<file path="src/rtl/stream_mux_rr.sv">
// ---------------------------------------------------------------------------
// stream_mux_rr : N:1 valid/ready stream mux, fixed-select or round-robin, registered output
// Revision 1.0 - initial release
// ---------------------------------------------------------------------------
`default_nettype none

module stream_mux_rr #(
  parameter int WIDTH = 4,
  parameter int N_CH  = 4,
  parameter int SEL_W = 2
) (
  input  logic                  clk,
  input  logic                  rst,
  input  logic [N_CH*WIDTH-1:0] in_data,
  input  logic [N_CH-1:0]       in_valid,
  output logic [N_CH-1:0]       in_ready,
  input  logic                  mode,
  input  logic [SEL_W-1:0]      sel,
  output logic [WIDTH-1:0]      out_data,
  output logic [SEL_W-1:0]      out_ch,
  output logic                  out_valid,
  input  logic                  out_ready
);

  logic             r_out_valid;
  logic [WIDTH-1:0] r_out_data;
  logic [SEL_W-1:0] r_out_ch;
  logic [SEL_W-1:0] r_ptr;

  logic             w_slot_free;
  logic             w_found;
  logic             w_grant;
  logic [SEL_W-1:0] w_cand;
  logic [SEL_W-1:0] w_idx;
  logic [SEL_W-1:0] w_next_ptr;
  logic [WIDTH-1:0] w_word;

  assign w_slot_free = !r_out_valid || out_ready;
  assign w_grant     = w_found && w_slot_free && !rst;

  // Round-robin scans from the highest offset down so the channel nearest ptr wins.
  always_comb begin
    w_found = 1'b0;
    w_cand  = '0;
    w_idx   = '0;
    if (!mode) begin
      for (int k = 0; k < N_CH; k++) begin
        if (sel == SEL_W'(k) && in_valid[k]) begin
          w_found = 1'b1;
          w_cand  = SEL_W'(k);
        end
      end
    end else begin
      for (int i = N_CH - 1; i >= 0; i--) begin
        w_idx = SEL_W'((int'(r_ptr) + i) % N_CH);
        if (in_valid[w_idx]) begin
          w_found = 1'b1;
          w_cand  = w_idx;
        end
      end
    end
  end

  // Only the granted channel reaches the output mux, so unselected X never propagates.
  always_comb begin
    w_word   = '0;
    in_ready = '0;
    for (int k = 0; k < N_CH; k++) begin
      if (w_cand == SEL_W'(k)) begin
        w_word      = in_data[k*WIDTH +: WIDTH];
        in_ready[k] = w_grant;
      end
    end
  end

  assign w_next_ptr = (w_cand == SEL_W'(N_CH - 1)) ? '0 : w_cand + SEL_W'(1);

  always_ff @(posedge clk) begin
    if (rst) begin
      r_out_valid <= 1'b0;
      r_out_data  <= '0;
      r_out_ch    <= '0;
      r_ptr       <= '0;
    end else if (w_grant) begin
      r_out_valid <= 1'b1;
      r_out_data  <= w_word;
      r_out_ch    <= w_cand;
      if (mode) begin
        r_ptr <= w_next_ptr;
      end
    end else if (out_ready) begin
      r_out_valid <= 1'b0;
    end
  end

  assign out_valid = r_out_valid;
  assign out_data  = r_out_data;
  assign out_ch    = r_out_ch;

endmodule

`default_nettype wire

</file>
<file path="config.mk">
export PLATFORM = sky130hd
export DESIGN_NAME = stream_mux_rr
export DESIGN_NICKNAME = d
export VERILOG_FILES = /design/src/rtl/stream_mux_rr.sv
export SDC_FILE = /design/constraint.sdc
export NUM_CORES = 1
export LEC_CHECK = 0
export CORE_UTILIZATION = 35
export DETAILED_ROUTE_END_ITERATION = 12
export DONT_BUFFER_PORTS = 1
export PLACE_DENSITY = 0.59
export SETUP_SLACK_MARGIN = 0.1
export SLEW_MARGIN = 20
export SYNTH_ARGS = -nofsm -noshare
export SYNTH_HDL_FRONTEND = slang
export SYNTH_SLANG_ARGS = --single-unit
</file>
<file path="constraint.sdc">
create_clock -name clk -period 3.26 [get_ports clk]
set_input_delay 0.326 -clock clk [delete_from_list [all_inputs] [get_ports clk]]
set_output_delay 0.326 -clock clk [all_outputs]
set_load 0.01 [all_outputs]
</file>
### Yosys cells after proc, flatten, opt, wreduce, memory -nomap -nowiden

Cells that the tools add are included.

| cells by class | value |
|---|---|
| reductions and logical operators | 13 |
| magnitude comparators | 4 |
| muxes and demuxes | 36 |
| eq/ne operators | 6 |
| add/sub/neg operators | 4 |

Operators by type and width:

| operator | count |
|---|---|
| $mux W1 | 20 |
| $mux W2 | 8 |
| $mux W4 | 4 |
| $lt A2 B3 Y1 const B | 4 |
| $bmux W1 S2 | 4 |
| $eq A2 B2 Y1 const B | 4 |
| $logic_and A1 B1 Y1 | 6 |
| $add A2 B1 Y2 const B | 2 |
| $add A2 B2 Y2 const B | 2 |
| $eq A2 B1 Y1 const B | 2 |
| $logic_not A2 Y1 | 2 |
| $logic_not A1 Y1 | 2 |
| $reduce_and A2 Y1 | 1 |
| $reduce_bool A2 Y1 | 1 |
| $logic_or A1 B1 Y1 | 1 |

| storage, ports and cells | value |
|---|---|
| output and inout bits | 11 |
| input bits | 26 |
| register bits after elaboration | 9 |

### Depth between registers and ports, before layout

| depth | value |
|---|---|
| word-level depth | 13 |
| gate-level depth with buffers | 11 |
| depth with buffers taken out | 11 |

### Worst setup path before layout

OpenSTA, ideal clock, no wires.

| timing path | value |
|---|---|
| path type | in2reg |
| start point | in in_valid[1] |
| end point | reg r_out_data[1], in the netlist out_data[1] |
| setup time | 0.067 ns |
| path buffers | 0 |
| stages on the path | 11 |
| data arrival time | 1.955 ns |
| path slack | 1.238 ns |
| cell sequence | inv_1 a22oi_1 o221a_2 a21oi_1 inv_1 ha_1 nor2b_1 a221oi_1 nor3_1 a21oi_1 o21ai_2 |

| on the way | value |
|---|---|
| longest elaborated chain between the ends | 12 |

Ends and longest elaborated chain:

| item | line | text |
|---|---|---|
| from (decl) | 15 | `input logic [N_CH-1:0] in_valid,` |
| $bmux W1 S2 | 56 | `if (in_valid[w_idx]) begin` |
| $mux W1 (implied by the code) | 56 |  |
| $mux W2 (4 in a row) | 56 |  |
| $mux W2 (*) | 46 | `if (!mode) begin` |
| net w_cand[0] | 33 | `logic [SEL_W-1:0] w_cand;` |
| $logic_not A2 Y1 | 69 | `if (w_cand == SEL_W'(k)) begin` |
| $mux W4 (3 in a row) | 69 |  |
| $mux W4 (*) | 69 |  |
| to (signal assigned) | 86 | `r_out_data <= w_word;` |
| to (decl) | 26 | `logic [WIDTH-1:0] r_out_data;` |

The timed path passes the listed nets; every way through them passes the cells marked *. The select of a mux whose other input is x is not followed.
A chain may end at the register's enable or synchronous reset.

### Worst setup path after layout

| timing path | value |
|---|---|
| start point | reg r_ptr[0] |
| end point | out in_ready[2] |

| on the way | value |
|---|---|
| longest elaborated chain between the ends | 11 |

Ends and longest elaborated chain:

| item | line | text |
|---|---|---|
| from (decl) | 28 | `logic [SEL_W-1:0] r_ptr;` |
| from (signal assigned) | 89 | `r_ptr <= w_next_ptr;` |
| $add A2 B2 Y2 | 55 | `w_idx = SEL_W'((int'(r_ptr) + i) % N_CH);` |
| $bmux W1 S2 | 56 |  |
| $mux W1 (implied by the code) | 56 |  |
| $mux W1 (4 in a row) | 56 |  |
| $mux W1 | 46 |  |
| $logic_and A1 B1 Y1 (2 in a row) | 39 | `assign w_grant = w_found && w_slot_free && !rst;` |
| $mux W1 (*) | 69 |  |
| to (decl) | 16 | `output logic [N_CH-1:0] in_ready,` |

Every way passes the cells marked *; elsewhere a longest branch is shown, timed or not. The select of a mux whose other input is x is not followed.

==> metrics.md <==
| Metric | Value |
|---|---|
| CTS tree | `yes` |
| Post-DP HPWL | `~1.2 mm` |
| Final hold slack | `approximately 130 ps` |
| Detail Route met2 WL | `between 700 and 800 µm` |
| I/O pins | `37` |
| Starting Density | `0.372` |
| Wl on met1 | `between 600 and 700 µm` |
| Worst EP arrival | `approximately 2000 ps` |
| Hold Violations, Final | `0` |
| Worst Setup Start Kind | `flip-flop` |
| Final core utilization | `0.393` |
| Slew Viols, Final | `0` |
| Root Buffer | `clkbuf_4` |
| Setup TNS | `0 ps` |
| Final Cycle Share | `0.708` |
| Worst Path Max Fanout | `5` |
| Setup repair bufs after CTS | `0` |
| Vias per cell | `between 5 and 6` |
| Synthesized instance count | `between 80 and 90` |
| Unrepaired setup endpoints after global routing | `no` |
| First-pass GRT wire length | `around 2.1 mm` |
| Synth area leaders | `dfxtp_1, ha_1, o21ai_2` |
| Pwr dens | `~420 nW/µm²` |
| Crit end category | `output port` |
| Synth Net Count | `118` |
| Vias in the first global route | `around 520` |
| VDD IR max | `about 0.23 mV` |
| Violation count after the first detailed-route iteration | `16` |
| Yosys top cell area share | `0.250` |
| Final WL | `roughly 1.6 mm` |
| Design Area, Final | `about 760 µm²` |
| HP Class | `input port to flip-flop` |
| Final Critical Period | `2310 ps` |
| Cts bufs inserted | `3` |
| Worst Clk Skew | `0.924 ps` |
| Vias | `about 650` |
| #FFs+latches synth | `9` |
| Critical path type | `flip-flop to output port` |
| Share of cells above drive strength 1 | `0.169` |
| Area leader, netlist | `dfxtp_1` |
| Die Ht | `roughly 47 µm` |
| Final Setup Violations | `0` |
| Netlist cell types | `32` |
| Leakage | `between 0.3 and 0.4 nW` |
| Placed standard-cell area | `737 µm²` |
| Clock Path Buffers | `2` |
| Die area | `between 2000 and 2500 µm²` |
| Synthesized area per cell | `slightly above 8 µm²` |
| Req. time, crit path | `approximately 2900 ps` |
| Yosys warnings | `0` |
| Initial antenna violation count | `0` |
| CTS Hold Bufs | `0` |
| Status | `finished clean` |
| Most frequent cells in the layout | `inv_1, nor2_1, dfxtp_1, a21oi_1` |
| P&R area growth vs syn | `5.72%` |
| Post_cts resized | `0` |
| Die W | `47.4 µm` |
| FMAX | `0.433 GHz` |
| Routed Antenna Nets | `0` |
| Maximum number of pins on one net before global-route repair | `17` |
| Highest metal used | `met3` |
| MaxCap Viol Count | `0` |
| Drt first pass iters | `2` |
| Row cnt | `16` |
| WL met3 | `approximately 190 µm` |
| H-tree depth | `1` |
| Clk Latency, worst-skew pair | `roughly 260 ps` |
| Clock transition at path regs | `roughly 60 ps` |
| DR WL/cell | `approximately 13 µm` |
| Diode count | `0` |
| Grt total ovfl | `0` |
| Final nets | `120` |
| Gr usage total | `0.133` |
| Worst-margin pin slew | `between 500 and 600 ps` |
| CTS sink cnt | `9` |
| Seq/Total Area, Yosys | `0.250` |
| Final GP Congestion | `just over 0.7` |
| # port buffers | `0` |
| Cell area after synthesis | `roughly 720 µm²` |
| # DRC | `0` |
| Core area | `1940 µm²` |
| Max_slew headroom | `0.634` |
## routing by layer
layer,vias to the layer above,GRT usage
met5,-,0
met3,0,0.0755
met2,32,0.227
met4,0,0.0343
li1,320,-
met1,293,0.142
## layout make-up
class	instances	area [µm²]
fill	216	1180
multi-input combinational	66	485
clock buffer	4	26.3
inverter	10	37.5
sequential	9	180
tap	27	33.8
## flip-flops by register name (all words and copies together), names as in the netlist
name and cells:
out_data 4, r_ptr 2, out_valid 1, out_ch 2
## through the flow
step | power (mW) | std cells | setup WS (ps)
after floorplan | 0.226 | 88 | 1240
after global placement | 0.237 | 112 | 979
after detailed placement | 0.239 | 112 | 932
after CTS | 0.327 | 116 | 914
after global routing | 0.343 | 116 | 709
final | 0.319 | 116 | 953
## final timing paths
path	cells past startpoint	slack (ps)	from	to
max reg2reg	11	960	r_ptr[0]$_SDFFE_PP0P_	out_data[1]$_SDFFE_PP0P_
min reg2reg	2	520	r_ptr[0]$_SDFFE_PP0P_	r_ptr[0]$_SDFFE_PP0P_
max	7	950	r_ptr[0]$_SDFFE_PP0P_	in_ready[2]
min	1	130	rst	r_ptr[0]$_SDFFE_PP0P_
## worst max-delay path, cell delays in order, from the launching register on
cell and delay, ps:
dfxtp_1 330, inv_1 70, a22oi_1 60, o221a_2 260
a21oi_1 380, ha_1 310, inv_1 110, nor2_1 210
## cell families (layout without fill, tap and decap cells)
logic type	Yosys count	in the layout	share of synthesized area
muxes	5	5	0.0832
DFF	9	9	0.250
buffers and inverters	13	14	0.0780
adders and majority gates	4	4	0.0693
and+or+nand+nor	27	27	0.201
AOI/OAI and AO/OA	30	30	0.319
## power breakdown
part	switching (mW)	internal (mW)	total (mW)
sequential	0.0156	0.124	0.140
combinational	0.0517	0.0433	0.0950
clock	0.0368	0.0470	0.0838
total	0.104	0.215	0.319
## cell usage after synthesis, drive strengths merged
cell     number
o21ai        11
and2b         1
clkbuf        1
inv          10
nor3          3
and2          1
dfxtp         9
o21a          1
nand2         2
a21o          1
nand2b        1
ha            4
o2111ai       1
nor2         10
nor3b         1
a21oi         7
mux2          2
buf           2
o221a         1
a31oi         1
a22oi         1
nor4          1
nand3b        4
a211oi        1
a221oi        5
nor2b         3
mux2i         3
Power figures use the tool's default switching activity.
